===== src/rtl/mjpg_pkg.sv =====
// ---------------------------------------------------------------------------
// mjpg_pkg: JPEG marker constants, frame-packer state encoding, lane helpers.
// Rev 1.0
// ---------------------------------------------------------------------------
`default_nettype none

package mjpg_pkg;

  localparam int CNT_W_DEF = 24;

  localparam logic [7:0] M_FF  = 8'hFF;
  localparam logic [7:0] M_SOI = 8'hD8;
  localparam logic [7:0] M_EOI = 8'hD9;

  typedef enum logic [2:0] {
    HUNT  = 3'd0,
    HFF   = 3'd1,
    FRAME = 3'd2,
    FFF   = 3'd3,
    CLOSE = 3'd4
  } state_t;

  // Byte-lane keep mask for a word holding n bytes (1..4).
  function automatic logic [3:0] keep_of(input logic [2:0] n);
    case (n)
      3'd1:    keep_of = 4'b0001;
      3'd2:    keep_of = 4'b0011;
      3'd3:    keep_of = 4'b0111;
      default: keep_of = 4'b1111;
    endcase
  endfunction

endpackage

`default_nettype wire


===== src/rtl/mjpg_word_pack.sv =====
// ---------------------------------------------------------------------------
// mjpg_word_pack: byte-lane accumulator feeding one valid/ready output word.
// Rev 1.0
// ---------------------------------------------------------------------------
`default_nettype none

module mjpg_word_pack
  import mjpg_pkg::*;
(
  input  logic        clk,
  input  logic        rst,
  input  logic        i_push,
  input  logic [7:0]  i_byte,
  input  logic        i_close,
  input  logic        i_last,
  input  logic        i_soi,
  input  logic        i_trl_push,
  input  logic [31:0] i_trl_word,
  output logic        o_can_acc,
  output logic        o_empty,
  output logic        o_m_valid,
  input  logic        i_m_ready,
  output logic [31:0] o_m_data,
  output logic [3:0]  o_m_keep,
  output logic        o_m_last
);

  logic [31:0] r_acc;
  logic [2:0]  r_cnt;
  logic        r_pend;
  logic        r_last;
  logic        r_valid;
  logic [31:0] r_data;
  logic [3:0]  r_keep;
  logic        r_olast;

  logic        w_out_free;
  logic        w_xfer;
  logic        w_done;
  logic        w_load;
  logic [31:0] w_acc;
  logic [2:0]  w_cnt;
  logic        w_last;

  // A completed word either goes straight to the output register or waits in
  // the accumulator (r_pend) until the output register frees up.
  always_comb begin
    w_out_free = !r_valid || i_m_ready;
    w_xfer     = r_pend && w_out_free;
    w_acc      = w_xfer ? 32'h0 : r_acc;
    w_cnt      = w_xfer ? 3'd0 : r_cnt;
    w_last     = w_xfer ? 1'b0 : r_last;
    w_done     = 1'b0;
    if (i_soi) begin
      w_acc = {16'h0, M_SOI, M_FF};
      w_cnt = 3'd2;
    end
    if (i_push) begin
      case (w_cnt[1:0])
        2'd0:    w_acc[7:0]   = i_byte;
        2'd1:    w_acc[15:8]  = i_byte;
        2'd2:    w_acc[23:16] = i_byte;
        default: w_acc[31:24] = i_byte;
      endcase
      w_cnt  = w_cnt + 3'd1;
      w_last = i_last;
      w_done = (w_cnt == 3'd4) || i_close;
    end
    w_load = w_done && w_out_free && !w_xfer;
  end

  assign o_can_acc = !r_pend || w_out_free;
  assign o_empty   = (r_cnt == 3'd0);
  assign o_m_valid = r_valid;
  assign o_m_data  = r_data;
  assign o_m_keep  = r_keep;
  assign o_m_last  = r_olast;

  always_ff @(posedge clk or negedge rst) begin
    if (!rst) begin
      r_acc   <= 32'h0;
      r_cnt   <= 3'd0;
      r_pend  <= 1'b0;
      r_last  <= 1'b0;
      r_valid <= 1'b0;
      r_data  <= 32'h0;
      r_keep  <= 4'h0;
      r_olast <= 1'b0;
    end else begin
      if (w_load) begin
        r_acc  <= 32'h0;
        r_cnt  <= 3'd0;
        r_last <= 1'b0;
        r_pend <= 1'b0;
      end else begin
        r_acc  <= w_acc;
        r_cnt  <= w_cnt;
        r_last <= w_last;
        r_pend <= (r_pend && !w_xfer) || w_done;
      end

      if (w_xfer) begin
        r_valid <= 1'b1;
        r_data  <= r_acc;
        r_keep  <= keep_of(r_cnt);
        r_olast <= r_last;
      end else if (w_load) begin
        r_valid <= 1'b1;
        r_data  <= w_acc;
        r_keep  <= keep_of(w_cnt);
        r_olast <= w_last;
      end else if (i_trl_push) begin
        r_valid <= 1'b1;
        r_data  <= i_trl_word;
        r_keep  <= 4'hF;
        r_olast <= 1'b1;
      end else if (w_out_free) begin
        r_valid <= 1'b0;
      end
    end
  end

endmodule

`default_nettype wire


===== src/rtl/mjpg_frame_packer.sv =====
// ---------------------------------------------------------------------------
// mjpg_frame_packer: SOI/EOI frame delimiter packing bytes into 32-bit words.
// Optional per-frame trailer word: define MJPG_PACKER_TRAILER_EN.  Rev 1.0
// ---------------------------------------------------------------------------
`default_nettype none

module mjpg_frame_packer
  import mjpg_pkg::*;
#(
  parameter int CNT_W     = CNT_W_DEF,
  parameter int MAX_BYTES = 2**20
) (
  input  logic        clk,
  input  logic        rst,
  input  logic        cap_en,
  input  logic        in_ready,
  output logic        in_deq,
  input  logic [7:0]  in_data,
  output logic        m_valid,
  input  logic        m_ready,
  output logic [31:0] m_data,
  output logic [3:0]  m_keep,
  output logic        m_last,
  output logic        frame_done,
  output logic        overflow,
  output logic        busy
);

  localparam logic [CNT_W-1:0] c_MAX_CNT = CNT_W'(MAX_BYTES);

  state_t           r_state;
  logic [CNT_W-1:0] r_cnt;
  logic             r_run;
  logic             r_busy;
  logic             r_done;
  logic             r_ovf;

  logic             w_can_acc;
  logic             w_empty;
  logic             w_in_frame;
  logic             w_take;
  logic             w_push;
  logic             w_soi;
  logic             w_is_eoi;
  logic [CNT_W-1:0] w_cnt_inc;
  logic             w_limit;
  logic             w_close;
  logic             w_word_last;
  logic             w_hshk_last;
  logic             w_close_go;
  logic             w_trl_push;
  logic [31:0]      w_trl_word;

  // r_run keeps intake closed in the first cycle after reset release.
  assign w_in_frame  = (r_state == FRAME) || (r_state == FFF);
  assign in_deq      = r_run && in_ready &&
                       ((r_state == HUNT) || (r_state == HFF) || (w_in_frame && w_can_acc));
  assign w_take      = in_ready && in_deq;
  assign w_push      = w_take && w_in_frame;
  assign w_soi       = w_take && (r_state == HFF) && (in_data == M_SOI) && cap_en;
  assign w_is_eoi    = (r_state == FFF) && (in_data == M_EOI);
  assign w_cnt_inc   = r_cnt + CNT_W'(1);
  assign w_limit     = (w_cnt_inc == c_MAX_CNT);
  assign w_close     = w_is_eoi || w_limit;
  assign w_hshk_last = m_valid && m_ready && m_last;

`ifdef MJPG_PACKER_TRAILER_EN
  logic [7:0]  r_frm_cnt;
  logic [23:0] w_cnt24;

  assign w_cnt24     = 24'(r_cnt);
  assign w_word_last = 1'b0;
  assign w_trl_push  = (r_state == CLOSE) && w_empty && (!m_valid || m_ready);
  assign w_trl_word  = {r_frm_cnt, w_cnt24};
  assign w_close_go  = w_trl_push;

  always_ff @(posedge clk or negedge rst) begin
    if (!rst) begin
      r_frm_cnt <= 8'h0;
    end else if (w_trl_push) begin
      r_frm_cnt <= r_frm_cnt + 8'h1;
    end
  end
`else
  assign w_word_last = w_close;
  assign w_trl_push  = 1'b0;
  assign w_trl_word  = 32'h0;
  assign w_close_go  = w_empty;
`endif

  mjpg_word_pack u_pack (
    .clk        (clk),
    .rst        (rst),
    .i_push     (w_push),
    .i_byte     (in_data),
    .i_close    (w_close),
    .i_last     (w_word_last),
    .i_soi      (w_soi),
    .i_trl_push (w_trl_push),
    .i_trl_word (w_trl_word),
    .o_can_acc  (w_can_acc),
    .o_empty    (w_empty),
    .o_m_valid  (m_valid),
    .i_m_ready  (m_ready),
    .o_m_data   (m_data),
    .o_m_keep   (m_keep),
    .o_m_last   (m_last)
  );

  assign frame_done = r_done;
  assign overflow   = r_ovf;
  assign busy       = r_busy;

  always_ff @(posedge clk or negedge rst) begin
    if (!rst) begin
      r_state <= HUNT;
      r_cnt   <= '0;
      r_run   <= 1'b0;
      r_busy  <= 1'b0;
      r_done  <= 1'b0;
      r_ovf   <= 1'b0;
    end else begin
      r_run  <= 1'b1;
      r_done <= w_hshk_last;
      r_ovf  <= 1'b0;
      if (w_soi) begin
        r_busy <= 1'b1;
      end else if (w_hshk_last) begin
        r_busy <= 1'b0;
      end
      case (r_state)
        HUNT: begin
          if (w_take && (in_data == M_FF)) r_state <= HFF;
        end
        HFF: begin
          if (w_take) begin
            if (in_data == M_FF) begin
              r_state <= HFF;
            end else if (w_soi) begin
              r_state <= FRAME;
              r_cnt   <= CNT_W'(2);
            end else begin
              r_state <= HUNT;
            end
          end
        end
        FRAME, FFF: begin
          // Limit byte without EOI closes the frame as an overflow.
          if (w_push) begin
            r_cnt <= w_cnt_inc;
            if (w_close) begin
              r_state <= CLOSE;
              r_ovf   <= !w_is_eoi;
            end else if (in_data == M_FF) begin
              r_state <= FFF;
            end else begin
              r_state <= FRAME;
            end
          end
        end
        CLOSE: begin
          if (w_close_go) r_state <= HUNT;
        end
        default: r_state <= HUNT;
      endcase
    end
  end

endmodule

`default_nettype wire


===== config.mk =====
export PLATFORM = sky130hd
export DESIGN_NAME = mjpg_frame_packer
export DESIGN_NICKNAME = d
export VERILOG_FILES = /design/src/rtl/mjpg_pkg.sv /design/src/rtl/mjpg_word_pack.sv /design/src/rtl/mjpg_frame_packer.sv
export SDC_FILE = /design/constraint.sdc
export NUM_CORES = 1
export LEC_CHECK = 0
export ABC_CLOCK_PERIOD_IN_PS = 4600
export BUFFER_PORTS_ARGS = -buffer_cell sky130_fd_sc_hd__buf_2
export CORE_ASPECT_RATIO = 0.75
export CORE_MARGIN = 3
export CORE_UTILIZATION = 39
export CTS_CLUSTER_DIAMETER = 120
export DETAILED_ROUTE_END_ITERATION = 12
export GPL_TIMING_DRIVEN = 1
export MAX_ROUTING_LAYER = met4
export PLACE_DENSITY = 0.58
export SYNTH_ARGS = -nofsm -noshare
export SYNTH_HDL_FRONTEND = slang
export SYNTH_SLANG_ARGS = --single-unit
export TNS_END_PERCENT = 30

===== constraint.sdc =====
create_clock -name clk -period 4.6 [get_ports clk]
set_clock_uncertainty 0.05 [all_clocks]
set_input_delay 0 -clock clk [delete_from_list [all_inputs] [get_ports clk]]
set_output_delay 0 -clock clk [all_outputs]
set_load 0.01 [all_outputs]

# Word level (Yosys, flattened, before mapping)

Index checks and enable logic that the tools add are counted.

Add/sub/neg operators: 2
Multiply operators: 0
Divide/modulo/power cells: 0
Order comparisons: 0
Equal/unequal tests: 23
Shift operators: 0
Multiplexer cells: 47
Bitwise logic cells: 0
Reduce and logical (&&, ||, !) cells: 39

Operators with widths:

| kind                                                                     | count |
|---|---|
| 32-bit 2-to-1 mux                                                        | 6 |
| 24-bit 2-to-1 mux                                                        | 4 |
| 24-bit case mux with 2 select lines                                      | 1 |
| 8-bit 2-to-1 mux                                                         | 4 |
| 3-bit 2-to-1 mux                                                         | 9 |
| 24-bit by 1-bit adder with 24-bit output (second input constant)         | 1 |
| 24-bit by 21-bit == test with 1-bit output (second input constant)       | 1 |
| 8-bit == test (second input constant)                                    | 3 |
| 4-bit case mux with 3 select lines                                       | 2 |
| 3-bit by 2-bit == test with 1-bit output (second input constant)         | 6 |
| 1-bit logical AND                                                        | 16 |
| 1-bit 2-to-1 mux                                                         | 16 |
| 3-bit case mux with 4 select lines                                       | 1 |
| 3-bit by 1-bit == test with 1-bit output (second input constant)         | 3 |
| 1-bit logical OR                                                         | 8 |
| 4-bit 2-to-1 mux                                                         | 2 |
| 2-bit by 1-bit inequality test with 1-bit output (second input constant) | 4 |
| 3-bit == test (second input constant)                                    | 2 |
| 3-bit logical NOT                                                        | 2 |
| 2-bit nonzero test                                                       | 3 |
| 5-bit AND reduction                                                      | 1 |
| 1-bit logical NOT                                                        | 4 |
| 2-bit 2-to-1 mux                                                         | 2 |
| 2-bit inequality test (second input constant)                            | 2 |
| other kinds (8)                                                          | 8 |

Bits in registers: 106
Latch bits: 0
Memory bits (writable): 0
Memory bits (read-only): 0
Input port bits: 13
Output and inout bits: 42
Word-level logic and storage cells: 125
Memories: 0

# Longest topological paths before layout

Gate-level depths: netlist of run 1.

Depth in word-level cells: 19
Gate-level depth with buffers: 16

# By module

A second synthesis of run 1 with hierarchy kept.

Cells, all modules: 683
Area, all modules: 5,948.2 µm²

Modules (own cells, without submodules):

| module            | instances | cells each | area each (µm²) | seq. area each (µm²) |
|---|---|---|---|---|
| mjpg_word_pack    | 1         | 415        | 3,721.1         | 1,876.8 |
| mjpg_frame_packer | 1         | 268        | 2,227.1         | 775.7 |

# Least setup slack after synthesis of run 1

No wires, ideal clock.

Path type: flip-flop to flip-flop
From: reg u_pack.r_valid, in the netlist u_pack.o_m_valid
To: reg u_pack.r_keep[1], in the netlist u_pack.o_m_keep[1]
Setup time: 0.126 ns
Arrival time: 3.270 ns
Path slack: 1.154 ns
Stages on the path, launching flop included: 16
Clock period less this slack: 3.446 ns
Cells stage by stage: dfrtp_1 > nor2b_1 > buf_2 > a311o_1 > inv_2 > and4_1 > nor2_2 > nand2_1 > inv_1 > ha_1 > ha_1 > a311o_1 > buf_6 > and2_4 > buf_6 > a221o_1

Word-level cells in the longest chain between the ends: 18
Elaborated cells between the ends (all ways): 29
Classes of those cells: 1 x add/sub; 4 x eq/ne; 7 x mux; 17 x reduce/logical

RTL lines:

| element                                                                         | RTL line                | text |
|---|---|---|
| from (decl)                                                                     | mjpg_word_pack.sv:32    | `logic r_valid;` |
| from (signal assigned)                                                          | mjpg_word_pack.sv:85    | `r_valid <= 1'b0;` |
| from (signal assigned)                                                          | mjpg_word_pack.sv:103   | `r_valid <= 1'b1;` |
| from (signal assigned)                                                          | mjpg_word_pack.sv:108   | `r_valid <= 1'b1;` |
| 1-bit logical NOT (*)                                                           | mjpg_word_pack.sv:48    | `w_out_free = !r_valid \|\| i_m_ready;` |
| 1-bit logical OR (*)                                                            | mjpg_word_pack.sv:48    |  |
| 1-bit logical OR (*)                                                            | mjpg_word_pack.sv:72    | `assign o_can_acc = !r_pend \|\| w_out_free;` |
| 1-bit logical AND (*)                                                           | mjpg_frame_packer.sv:57 | `((r_state == HUNT) \|\| (r_state == HFF) \|\| (w_in_frame && w_can_acc));` |
| 1-bit logical OR (*)                                                            | mjpg_frame_packer.sv:57 |  |
| 1-bit logical AND (*)                                                           | mjpg_frame_packer.sv:56 | `assign in_deq = r_run && in_ready &&` |
| via in_deq                                                                      | mjpg_frame_packer.sv:17 | `output logic in_deq,` |
| 1-bit logical AND (*)                                                           | mjpg_frame_packer.sv:58 | `assign w_take = in_ready && in_deq;` |
| branches (longest 11 deep; another with 3-bit by 1-bit adder with 3-bit output) | n/a                     |  |
| to (signal assigned)                                                            | mjpg_word_pack.sv:105   | `r_keep <= keep_of(r_cnt);` |
| to (signal assigned)                                                            | mjpg_word_pack.sv:110   | `r_keep <= keep_of(w_cnt);` |
| to (decl)                                                                       | mjpg_word_pack.sv:34    | `logic [3:0] r_keep;` |

Mark *: on every way through the listed nets, which the timed path passes. The select of a mux whose other input is x is not followed.
A chain may end at the register's enable or synchronous reset.

# Worst setup path in the final report of run 1

From: reg u_pack.r_valid, in the netlist u_pack.o_m_valid
To: reg u_pack.r_data[5], in the netlist u_pack.o_m_data[5]

Word-level cells in the longest chain between the ends: 18
Elaborated cells between the ends (all ways): 29
Classes of those cells: 1 x add/sub; 1 x eq/ne; 9 x mux; 18 x reduce/logical

RTL lines:

| element                                | RTL line                | text |
|---|---|---|
| 1-bit logical NOT (*)                  | mjpg_word_pack.sv:48    |  |
| 1-bit logical OR (*)                   | mjpg_word_pack.sv:48    |  |
| 1-bit logical OR                       | mjpg_word_pack.sv:72    |  |
| 1-bit logical AND                      | mjpg_frame_packer.sv:57 |  |
| 1-bit logical OR                       | mjpg_frame_packer.sv:57 |  |
| 1-bit logical AND                      | mjpg_frame_packer.sv:56 |  |
| 1-bit logical AND                      | mjpg_frame_packer.sv:58 |  |
| 1-bit logical AND (3 in a row)         | mjpg_frame_packer.sv:60 | `assign w_soi = w_take && (r_state == HFF) && (in_data == M_SOI) && cap_en;` |
| 3-bit 2-to-1 mux                       | mjpg_word_pack.sv:54    | `if (i_soi) begin` |
| 3-bit by 1-bit adder with 3-bit output | mjpg_word_pack.sv:65    | `w_cnt = w_cnt + 3'd1;` |
| 3-bit == test                          | mjpg_word_pack.sv:67    | `w_done = (w_cnt == 3'd4) \|\| i_close;` |
| 1-bit logical OR                       | mjpg_word_pack.sv:67    |  |
| 1-bit 2-to-1 mux                       | mjpg_word_pack.sv:58    | `if (i_push) begin` |
| 1-bit logical AND (2 in a row)         | mjpg_word_pack.sv:69    | `w_load = w_done && w_out_free && !w_xfer;` |
| 2-bit nonzero test (no line)           | n/a                     |  |
| to (signal assigned)                   | mjpg_word_pack.sv:104   | `r_data <= r_acc;` |
| to (signal assigned)                   | mjpg_word_pack.sv:109   | `r_data <= w_acc;` |
| to (signal assigned)                   | mjpg_word_pack.sv:114   | `r_data <= i_trl_word;` |
| to (decl)                              | mjpg_word_pack.sv:33    | `logic [31:0] r_data;` |

Mark *: on every way between the ends. The rest lies on a longest branch, timed or not. The select of a mux whose other input is x is not followed.

==> impl_results.rst, run 1 <==
.. list-table::
   :header-rows: 1

   * - Metric
     - Value
   * - F_max
     - 238 MHz
   * - Count of nets after finishing
     - 690
   * - Share of the core filled with cells
     - 46.6%
   * - Cell chosen for the clock root
     - sky130_fd_sc_hd__clkbuf_16
   * - Net Count, Synth
     - 655
   * - CTS tree
     - yes
   * - Worst Tran Pin Value
     - roughly 1200 ps
   * - Effective utilization at floorplan
     - 40.9%
   * - Synth Register Bits
     - 106
   * - Capture endpoint of the worst hold path
     - r_state[1]$_DFFE_PN0P_
   * - Final critical-path required period
     - 4190 ps
   * - Clock Sinks
     - about 110
   * - All-Layer GR Usage
     - 21.6%
   * - Drt first pass iters
     - 5
   * - Met3 Use GR
     - around 4.7%
   * - CP Class
     - reg2reg
   * - DRT antenna net count
     - 0
   * - H-tree depth
     - 3
   * - Crit Path Max Fanout
     - 15
   * - Fraction of the yosys area taken by sequential cells
     - 46.1%
   * - Clock buffer depth
     - 2
   * - Ratio of routed vias to standard cells
     - between 5 and 6
   * - Met1 usage in global routing
     - between 30 and 40%
   * - GRT Residual Overflow
     - 0
   * - Antenna violations before repair
     - 0
   * - Run status
     - finished, final reports clean
   * - Cells after synthesis
     - approximately 640
   * - Top post-synthesis cells by area
     - sky130_fd_sc_hd__dfrtp_1, sky130_fd_sc_hd__o21ai_0, sky130_fd_sc_hd__o221ai_1
   * - Worst reg-to-reg setup slack
     - 410 ps
   * - Hold path start
     - cap_en
   * - Routed wire length per instance
     - between 15 and 20 microns
   * - Synthesized area per cell
     - 9.03 sq um
   * - Path class of the lowest-slack min-delay path
     - in2reg
   * - DRC errors left
     - 0
   * - # IOs
     - between 50 and 60
   * - List of most frequent post-synthesis cells
     - sky130_fd_sc_hd__dfrtp_1, sky130_fd_sc_hd__o21ai_0, sky130_fd_sc_hd__a21oi_1
   * - Worst Hold Path Cells
     - 4
   * - Detailed-route via count
     - about 5100
   * - Slew margin rel.
     - between 10% and 20%
   * - Floorplan die width
     - around 150 microns
   * - Initial DRC Count
     - 508
   * - Vertical die dimension
     - 111 microns
   * - Share of the clock period used by the worst path
     - 91.2%
   * - Reg2Reg Capture Point
     - u_pack.o_m_data[5]$_DFFE_PN0P_
   * - Placer Congestion
     - 0.874
   * - Number of cell rows
     - 37
   * - Count of buffers from port buffering
     - 54
   * - Total length of routed wires
     - ~17 mm
   * - Growth of design area from synthesis to finish
     - 13.9%
   * - Length in cells of the worst reg-to-reg path
     - 13
   * - Yosys warns
     - 0
   * - Fraction of synthesized cell area taken by the top area cell type
     - 46.1%
   * - Startpoint of the lowest-slack register-to-register path
     - u_pack.o_m_valid$_DFFE_PN0P_
   * - Most Crowded Layer GR
     - met1
   * - Hold Vio Cnt, Final
     - 0
   * - Critical path capture point type
     - register
   * - Mapped Area
     - roughly 0.0058 sq mm
   * - Share of post-route cells with drive strength above 1
     - between 15 and 20%
   * - Final count of negative-setup-slack endpoints
     - 0
   * - Areal power density over the cells
     - 276 mW/mm^2
   * - Global-route met2 utilization
     - 29.7%
   * - Post-synth EDFFs
     - 0
   * - First-pass GRT wire length
     - approximately 28 mm
   * - Total leakage power
     - ~0.0029 uW
   * - Total Die Area
     - about 0.016 sq mm
   * - Cell taking the most area after synthesis
     - sky130_fd_sc_hd__dfrtp_1
   * - Area of the placeable core
     - between 0.01 and 0.015 sq mm
   * - Max IR drop VDD
     - 0.155 mV
   * - Diodes inserted
     - 0
   * - Number of distinct standard cells referenced by the synthesized netlist
     - 65
   * - Post-synthesis async set-or-reset flop share
     - 100%
   * - Number of buffers created by CTS
     - 9
   * - Synth Flop Type
     - sky130_fd_sc_hd__dfrtp_1
   * - Kind of start point of the critical path
     - register
   * - CP Data Arrival Time
     - roughly 4400 ps
   * - Final HPWL from detailed placement
     - 11.3 mm
   * - Worst EP required
     - between 4000 and 5000 ps
   * - Clock transition time at the flip-flop clock pins of the worst setup and hold paths
     - around 70 ps
   * - Number of global-route vias before repair
     - about 5000
   * - Worst-Skew Late Latency
     - 360 ps
   * - Most instantiated library cell after synthesis
     - sky130_fd_sc_hd__dfrtp_1
   * - Number of pins with negative max-slew slack in the final report
     - 0
   * - Setup repair after global routing missed its margin
     - no
   * - Sum Neg Setup Slack
     - 0 ps
   * - Max Cap Violations
     - 0
   * - Maximum number of pins on one net before global-route repair
     - 68
kinds of logic after synthesis:
family / synth area share [%]
adder cells (fa/ha/maj): 0.869
other: 0.0651
AND/OR/NAND/NOR: 18.3
AO/OA/AOI/OAI: 25.2
XOR/XNOR: 2.28
multiplexers: 0.196
buffers and inverters: 7.02
flip-flops: 46.1
metal layers:
layer / vias up / part of all wire (%)
met3: 19 / 5.6
li1: 2415 / -
met1: 2528 / 51
met5: - / 0
met4: 0 / 1.1
met2: 141 / 42
state kept, by name, indices dropped and copies added (netlist names):
name and count:
u_pack.r_pend 1, overflow 1, busy 1, r_run 1, u_pack.o_m_data 32, frame_done 1
u_pack.o_m_last 1, u_pack.r_last 1, u_pack.r_acc 32, u_pack.o_m_keep 4, r_cnt 24, u_pack.r_cnt 3
u_pack.o_m_valid 1, r_state 3
metrics by stage:
step / std cells / power, uW / hold slack (ps) / cell area (sq um) / setup slack, ps
finish: 873 / 1810 / 182 / 6560 / 407
global route: 873 / 1880 / 221 / 6560 / 31.4
CTS: 873 / 1830 / 173 / 6560 / 493
detailed placement: 847 / 1000 / 125 / 6140 / 513
global placement: 847 / 1000 / 118 / 6140 / 663
floorplan: 638 / 959 / -346 / 5760 / 1150
what timing repair did:
action | in CTS | in global routing
hold buffers | 10 | 0
buffers inserted | 0 | 0
hold endpoints to repair | 81 | 0
resized for setup | 0 | 0
worst max-delay path, stage by stage (launching register included):
cell and delay, ps:
sky130_fd_sc_hd__dfrtp_1 400, sky130_fd_sc_hd__nor2b_1 470, sky130_fd_sc_hd__a311o_1 420, sky130_fd_sc_hd__inv_2 120
sky130_fd_sc_hd__and4_1 220, sky130_fd_sc_hd__nor2_2 100, sky130_fd_sc_hd__buf_4 220, sky130_fd_sc_hd__nand2_1 240
sky130_fd_sc_hd__inv_1 110, sky130_fd_sc_hd__ha_1 250, sky130_fd_sc_hd__ha_1 290, sky130_fd_sc_hd__a311o_1 420
sky130_fd_sc_hd__nand2_1 440, sky130_fd_sc_hd__o221ai_1 320
where the power goes:
group          internal, uW  switching (uW)  leakage (uW)  total (uW)
Clock                   439             386      0.000156         825
Sequential              931           0.276       0.00147         932
Combinational          12.8            43.8       0.00125        56.6
how the worst max path moves through the flow:
stage | startpoint | endpoint | depth (start not counted)
global route | u_pack.o_m_valid$_DFFE_PN0P_ | u_pack.o_m_data[2]$_DFFE_PN0P_ | 13
CTS | u_pack.o_m_valid$_DFFE_PN0P_ | u_pack.o_m_data[6]$_DFFE_PN0P_ | 13
global placement | u_pack.o_m_valid$_DFFE_PN0P_ | u_pack.o_m_data[19]$_DFFE_PN0P_ | 13
finish | u_pack.o_m_valid$_DFFE_PN0P_ | u_pack.o_m_data[5]$_DFFE_PN0P_ | 13
floorplan | u_pack.o_m_valid$_DFFE_PN0P_ | u_pack.o_m_keep[1]$_DFFE_PN0P_ | 15
detailed placement | u_pack.o_m_valid$_DFFE_PN0P_ | u_pack.o_m_data[15]$_DFFE_PN0P_ | 13
area by class of cell:
| cell class | instances | area, sq um |
|---|---|---|
| clock inverters | 7 | 92.6 |
| well taps | 195 | 244 |
| flip-flops and latches | 106 | 2650 |
| inverters | 48 | 180 |
| repair buffers | 75 | 455 |
| clock buffers | 9 | 225 |
| fillers | 1416 | 7510 |
| multi-input cells | 433 | 2710 |
cell usage in the layout (no fill, tap or decap), drive strengths merged, types with 3 or more instances in the layout:
cell type / Yosys / final
nor3: 13 / 13
nand4: 13 / 13
clkbuf: 34 / 9
o221ai: 32 / 32
a21oi: 48 / 48
xnor2: 10 / 10
a31oi: 7 / 7
or2: 3 / 3
buf: 17 / 65
nor2: 44 / 44
xor2: 5 / 5
a221o: 3 / 3
o31ai: 8 / 8
nand2: 47 / 47
dlygate4sd3: 0 / 10
nor4: 9 / 9
and2: 5 / 5
ha: 4 / 4
and3: 9 / 9
dfrtp: 106 / 106
a211oi: 20 / 20
o21ai: 75 / 75
nand2b: 4 / 4
inv: 48 / 53
and4: 6 / 6
a22oi: 10 / 10
nand3: 30 / 30
No activity file was read; power rests on OpenSTA's default activity.
==> inputs of run 2 (changes only) <==
Settings changed: SLEW_MARGIN from default to 30, SYNTH_HIERARCHICAL from default to 1.
==> impl_results.rst, run 2 <==
.. list-table::
   :header-rows: 1

   * - Metric
     - Value
   * - Hold WS
     - 13.0 ps
   * - Clock Sinks
     - between 100 and 150
   * - Worst reg-to-reg setup slack
     - 500 ps
   * - Routed wire length per instance
     - 17.9 microns
   * - Critical Path Most Common Cell
     - sky130_fd_sc_hd__ha_1
   * - Highest metal layer with signal wires
     - met4
   * - Post-Route M1 WL
     - 8.44 mm
   * - Startpoint of the lowest-slack register-to-register path
     - r_state[0]$_DFFE_PN0P_
   * - Slew margin rel.
     - between 30% and 40%
   * - Sum Neg Setup Slack
     - 0 ps
   * - All-Layer GR Usage
     - a little over a fifth
   * - GRT Residual Overflow
     - 0
   * - Logic gate share of total power
     - 29.5%
   * - Areal power density over the cells
     - 441 mW/mm^2
   * - Count of nets after finishing
     - 771
   * - Cells after synthesis
     - slightly below 700
   * - Share of the clock period used by the worst path
     - 94.2%
   * - Switching Share
     - a little over a third
   * - Synthesized area per cell
     - between 8 and 9 sq um
   * - Length in cells of the worst reg-to-reg path
     - 14
   * - Worst Hold Path Cells
     - 3
   * - Antenna violations before repair
     - 0
   * - Clock buffer depth
     - 2
   * - Filler Cell Count
     - 1457
   * - H-tree depth
     - 3
   * - F_max
     - approximately 230 MHz
   * - Synth Flop Type
     - sky130_fd_sc_hd__dfrtp_1
   * - Startpoint of the worst setup timing path
     - in_data[6]
   * - Critical path capture point type
     - register
   * - Effective utilization at floorplan
     - about two fifths
   * - Share of post-route cells with drive strength above 1
     - around 14%
   * - Number of cell rows
     - 38
   * - Total Die Area
     - about 0.017 sq mm
   * - Placer Congestion
     - approximately 0.94
   * - Total area of sequential cells
     - 0.00265 sq mm
   * - Met3 wire len
     - 1.12 mm
   * - First-pass GRT wire length
     - roughly 28 mm
   * - Growth of design area from synthesis to finish
     - 14.5%
   * - Fraction of synthesized cell area taken by the top area cell type
     - 44.6%
   * - Count of buffers from port buffering
     - 54
   * - CP Data Arrival Time
     - about 4500 ps
   * - Reg2Reg Capture Point
     - u_pack/o_m_data[18]$_DFFE_PN0P_
   * - Run status
     - finished, final reports clean
   * - Highest-count cells in the layout ignoring fill and taps
     - sky130_fd_sc_hd__dfrtp_1, sky130_fd_sc_hd__nor2_1, sky130_fd_sc_hd__nand2_1
   * - Setup repair after global routing missed its margin
     - no
   * - DRT antenna net count
     - 0
   * - Crit Path Max Fanout
     - 24
   * - Internal
     - approximately 1900 uW
   * - Diodes inserted
     - 0
   * - Vertical die dimension
     - around 110 microns
   * - Slowest cell on crit path
     - sky130_fd_sc_hd__or4_1
   * - Total leakage power
     - about 0.003 uW
   * - Most instantiated library cell after synthesis
     - sky130_fd_sc_hd__dfrtp_1
   * - Detailed-route via count
     - about 5400
   * - Drt first pass iters
     - 5
   * - Number of placed cells counting well taps
     - slightly above 900
   * - Fin cells
     - ~960
   * - Path class of the lowest-slack min-delay path
     - in2reg
   * - Number of buffers created by CTS
     - 9
   * - Max Cap Violations
     - 0
   * - Clock transition time at the flip-flop clock pins of the worst setup and hold paths
     - 70 ps
   * - Final HPWL from detailed placement
     - 11.3 mm
   * - Met2 Routed Length
     - around 7.3 mm
   * - Floorplan die width
     - around 150 microns
   * - Max IR drop VDD
     - about 0.22 mV
   * - Clk network pwr share
     - around a quarter
   * - CTS tree
     - yes
   * - Cell taking the most area after synthesis
     - sky130_fd_sc_hd__dfrtp_1
   * - Initial DRC Count
     - just over 500
   * - Footprint of the multi-input gates
     - ~0.0031 sq mm
   * - Highest cell delay on the worst timing path
     - about 550 ps
   * - Number of distinct standard cells referenced by the synthesized netlist
     - 69
   * - Mapped Area
     - just under 0.006 sq mm
   * - Area of the placeable core
     - around 0.015 sq mm
   * - DRC errors left
     - 0
   * - Synth Register Bits
     - 106
   * - Worst-path cell chain
     - dlygate4sd3_1, buf_2, nand4_1, or4_1, or3b_4, nor4_2, a21oi_1, nand2_1, inv_1, ha_1, ha_1, o21ai_1, a21o_1, nand2_2, buf_4, o22a_1
   * - Fraction of the yosys area taken by sequential cells
     - 44.6%
   * - Power dissipated by switching net loads
     - between 1000 and 1500 uW
   * - Final count of negative-setup-slack endpoints
     - 0
   * - Setup crit end
     - u_pack/o_m_data[18]$_DFFE_PN0P_
   * - Hold Vio Cnt, Final
     - 0
   * - Total length of routed wires
     - about 17 mm
   * - Number of global-route vias before repair
     - about 5100
   * - Post-synth EDFFs
     - 0
   * - Final critical-path required period
     - roughly 4300 ps
   * - Ratio of routed vias to standard cells
     - ~5.6
   * - Commonest non-fill, non-tap cell in the layout
     - sky130_fd_sc_hd__dfrtp_1
   * - Number of pins with negative max-slew slack in the final report
     - 0
   * - Yosys warns
     - 6
   * - # IOs
     - 55
   * - Worst EP required
     - about 4800 ps
   * - Kind of start point of the critical path
     - input port
   * - List of most frequent post-synthesis cells
     - sky130_fd_sc_hd__dfrtp_1, sky130_fd_sc_hd__nor2_1, sky130_fd_sc_hd__nand2_1
   * - Share of power burned in registers
     - between 40% and 50%
   * - Maximum number of pins on one net before global-route repair
     - 67
   * - Cell chosen for the clock root
     - sky130_fd_sc_hd__clkbuf_16
   * - Top post-synthesis cells by area
     - sky130_fd_sc_hd__dfrtp_1, sky130_fd_sc_hd__a31oi_1, sky130_fd_sc_hd__nor2_1
   * - CP Class
     - in2reg
   * - Worst Tran Pin Value
     - between 900 and 1000 ps
   * - Post-synthesis async set-or-reset flop share
     - 100%
   * - Worst-Skew Late Latency
     - approximately 350 ps
[run 2: worst max-delay path, delay by kind of cell]
family	cells	cell delay, ps
adders and majority gates	2	580
buffers and inverters	4	1120
AOI/OAI and AO/OA	4	840
and+or+nand+nor	6	1970
[run 2: per-stage QoR]
step | utilization (%) | total power (uW) | setup WS, ps | cell area [sq um]
global route | 46.4 | 3220 | 4.03 | 6810
global placement | 43.8 | 2190 | 579 | 6440
detailed placement | 43.8 | 2220 | 502 | 6440
floorplan | - | 1910 | 585 | 6070
CTS | 46.4 | 3020 | 328 | 6810
finish | 46.4 | 3010 | 267 | 6810
[run 2: timing repair]
item	in CTS	in global routing
hold buffers	8	0
setup buffers	0	0
endpoints found under the setup margin	0	0
resized for setup	0	0
hold endpoints to repair	72	0
[run 2: worst min path at each step]
stage | from | slack (ps) | endpoint
floorplan | rst | -350 | busy$_DFFE_PN0P_
global placement | rst | 100 | u_pack/o_m_data[6]$_DFFE_PN0P_
detailed placement | rst | 110 | u_pack/o_m_data[2]$_DFFE_PN0P_
CTS | in_data[3] | 5 | u_pack/r_acc[11]$_DFF_PN0_
global route | in_data[3] | 20 | u_pack/r_acc[11]$_DFF_PN0_
finish | in_data[3] | 10 | u_pack/r_acc[11]$_DFF_PN0_
[run 2: power groups by stage]
| stage | Combinational (uW) | Clock, uW | Sequential (uW) |
|---|---|---|---|
| 6_report | 886 | 782 | 1340 |
| 5_1_grt | 1000 | 847 | 1370 |
| 4_1_cts | 882 | 806 | 1340 |
| 3_5_place_dp | 873 | 0 | 1350 |
| 3_3_place_gp | 851 | 0 | 1340 |
| 2_1_floorplan | 573 | 0 | 1340 |
[run 2: cell type report]
| cell class | instances | area share, % |
|---|---|---|
| Multi-Input combinational cell | 549 | 45.9 |
| Sequential cell | 106 | 38.9 |
| Timing Repair Buffer | 75 | 6.61 |
| Tap cell | 200 | 3.67 |
| Clock buffer | 10 | 3.36 |
| Clock inverter | 6 | 0.955 |
| Inverter | 10 | 0.551 |
[run 2: kinds of logic after synthesis]
logic type	synth area share, %
AND/OR/NAND/NOR	24.8
AO/OA/AOI/OAI	22.1
flip-flops	44.6
buffers and inverters	5.05
adder cells (fa/ha/maj)	1.47
XOR/XNOR	1.16
multiplexers	0.694
other	0.126
[run 2: routing by layer]
metal,track usage (%),vias up
met4,5.48,0
met3,4.12,21
met5,-,-
li1,-,2598
met1,32.1,2586
met2,29.8,185
==> inputs of run 3 (changes only) <==
Settings changed: MAX_ROUTING_LAYER met4 to default.
==> impl_results.rst, run 3 (synthesis gave the netlist of run 2 again) <==
.. list-table::
   :header-rows: 1

   * - Metric
     - Value
   * - Number of buffers created by CTS
     - 9
   * - Drt first pass iters
     - 4
   * - Total Die Area
     - about 0.017 sq mm
   * - CTS tree
     - yes
   * - DRT antenna net count
     - 0
   * - Floorplan die width
     - approximately 150 microns
   * - Critical path capture point type
     - register
   * - Number of pins with negative max-slew slack in the final report
     - 0
   * - Sum Neg Setup Slack
     - 0 ps
   * - Maximum number of pins on one net before global-route repair
     - 67
   * - Footprint of the multi-input gates
     - about 0.0031 sq mm
   * - Share of the core filled with cells
     - 46.6%
   * - Worst Tran Pin Value
     - approximately 870 ps
   * - Clock Sinks
     - 106
   * - Total area of sequential cells
     - 0.00265 sq mm
   * - Setup slack after layout
     - 291 ps
   * - Vertical die dimension
     - 113 microns
   * - CP Class
     - in2reg
   * - GRT Residual Overflow
     - 0
   * - F_max
     - roughly 230 MHz
   * - Worst path bufs/invs
     - 4
   * - First-pass GRT wire length
     - ~28 mm
   * - CP Data Arrival Time
     - between 4000 and 5000 ps
   * - All-Layer GR Usage
     - 20.8%
   * - Total leakage power
     - 0.00302 uW
   * - Final critical-path required period
     - 4310 ps
   * - Filler Cell Count
     - 1454
   * - DRC errors left
     - 0
   * - Worst-Skew Late Latency
     - ~350 ps
   * - Final count of negative-setup-slack endpoints
     - 0
   * - Effective utilization at floorplan
     - between 40% and 50%
   * - Routed wire length per instance
     - about 18 microns
   * - Areal power density over the cells
     - about 440 mW/mm^2
   * - Critical Path Most Common Cell
     - sky130_fd_sc_hd__ha_1
   * - Share of the clock period used by the worst path
     - 93.7%
   * - Setup repair after global routing missed its margin
     - no
   * - Path class of the lowest-slack min-delay path
     - in2async
   * - Share of post-route cells with drive strength above 1
     - 14.3%
   * - Cell chosen for the clock root
     - sky130_fd_sc_hd__clkbuf_16
   * - Number of cell rows
     - 38
   * - Number of setup buffers added after CTS
     - 0
   * - Final HPWL from detailed placement
     - 11.3 mm
   * - Dpl ws
     - between 500 and 600 ps
   * - Run status
     - finished, final reports clean
   * - H-tree depth
     - 3
   * - Max IR drop VDD
     - ~0.22 mV
   * - Area of the placeable core
     - ~0.015 sq mm
   * - Antenna violations before repair
     - 0
   * - Crit Path Max Fanout
     - 24
   * - Worst-path cell chain
     - dlygate4sd3_1, buf_2, nand4_1, or4_1, or3b_4, nor4_2, a21oi_1, nand2_1, inv_1, ha_1, ha_1, o21ai_1, a21o_1, nand2_2, buf_4, o22a_1
   * - Detailed-route via count
     - 5385
   * - Slowest cell on crit path
     - sky130_fd_sc_hd__or4_1
   * - Commonest non-fill, non-tap cell in the layout
     - sky130_fd_sc_hd__dfrtp_1
   * - Number of global-route vias before repair
     - approximately 5100
   * - Largest delay share family, worst path
     - simple AND/OR/NAND/NOR gates
   * - Kind of start point of the critical path
     - input port
   * - Growth of design area from synthesis to finish
     - 15.0%
   * - Ratio of routed vias to standard cells
     - approximately 5.6
   * - # IOs
     - between 50 and 60
   * - Worst EP required
     - about 4800 ps
   * - Highest cell delay on the worst timing path
     - about 550 ps
   * - Hold Vio Cnt, Final
     - 0
   * - Clock buffer depth
     - 2
   * - Slew margin rel.
     - 41.9%
   * - Total length of routed wires
     - ~17 mm
   * - Count of nets after finishing
     - around 770
   * - Max Cap Violations
     - 0
   * - Clock transition time at the flip-flop clock pins of the worst setup and hold paths
     - approximately 70 ps
   * - Placer Congestion
     - 0.923
   * - Count of buffers from port buffering
     - 54
   * - Highest-count cells in the layout ignoring fill and taps
     - sky130_fd_sc_hd__dfrtp_1, sky130_fd_sc_hd__nor2_1, sky130_fd_sc_hd__nand2_1
   * - Initial DRC Count
     - 497
   * - Diodes inserted
     - 0
-- run 3: changes by cell type in the layout (fill, tap and decap cells not counted) --
cell and delta:
sky130_fd_sc_hd__buf_16 +1
-- run 3: layer usage --
layer / track usage (%) / up-vias / wire length (microns)
met4: 5.48 / 0 / 282
met2: 29.8 / 171 / 7230
met3: 4.20 / 19 / 1070
met5: 0 / - / 0
li1: - / 2593 / -
met1: 32.1 / 2602 / 8500
-- run 3: cell type report --
cell class	instances	area share [%]
inverter	10	0.549
timing repair buffer	76	6.99
multi-input combinational	549	45.7
clock buffer	10	3.35
sequential	106	38.8
tap	200	3.66
clock inverter	6	0.951
-- run 3: repair_timing --
action	CTS	global route
gates resized for setup	0	0
hold buffers	8	0
hold endpoints to repair	72	0
-- run 3: path summary, 6_finish.rpt --
path	startpoint	to	slack (ps)	depth (start not counted)
min	rst	u_pack/o_m_data[7]$_DFFE_PN0P_	10	2
max in group asynchronous	rst	r_cnt[5]$_DFFE_PN0P_	3670	3
max reg2reg	r_state[0]$_DFFE_PN0P_	u_pack/o_m_data[16]$_DFFE_PN0P_	520	14
max	in_data[6]	u_pack/o_m_data[16]$_DFFE_PN0P_	290	16
min reg2reg	u_pack/o_m_data[29]$_DFFE_PN0P_	u_pack/o_m_data[29]$_DFFE_PN0P_	460	1
min in group clk	in_data[3]	u_pack/r_acc[11]$_DFF_PN0_	10	3
-- run 3: stage by stage --
stage	cell area [sq um]	power (uW)	instances	hold slack [ps]
2_1_floorplan	6070	1910	715	-346
3_3_place_gp	6440	2190	932	100
3_5_place_dp	6440	2220	932	109
4_1_cts	6810	3020	956	5.37
5_1_grt	6840	3220	957	16.4
6_report	6840	3010	957	10.9
-- run 3: where the power goes --
part / leakage (uW) / internal (uW) / switching, uW
Clock: 0.000143 / 425 / 360
Sequential: 0.00131 / 1170 / 171
Combinational: 0.00157 / 350 / 539
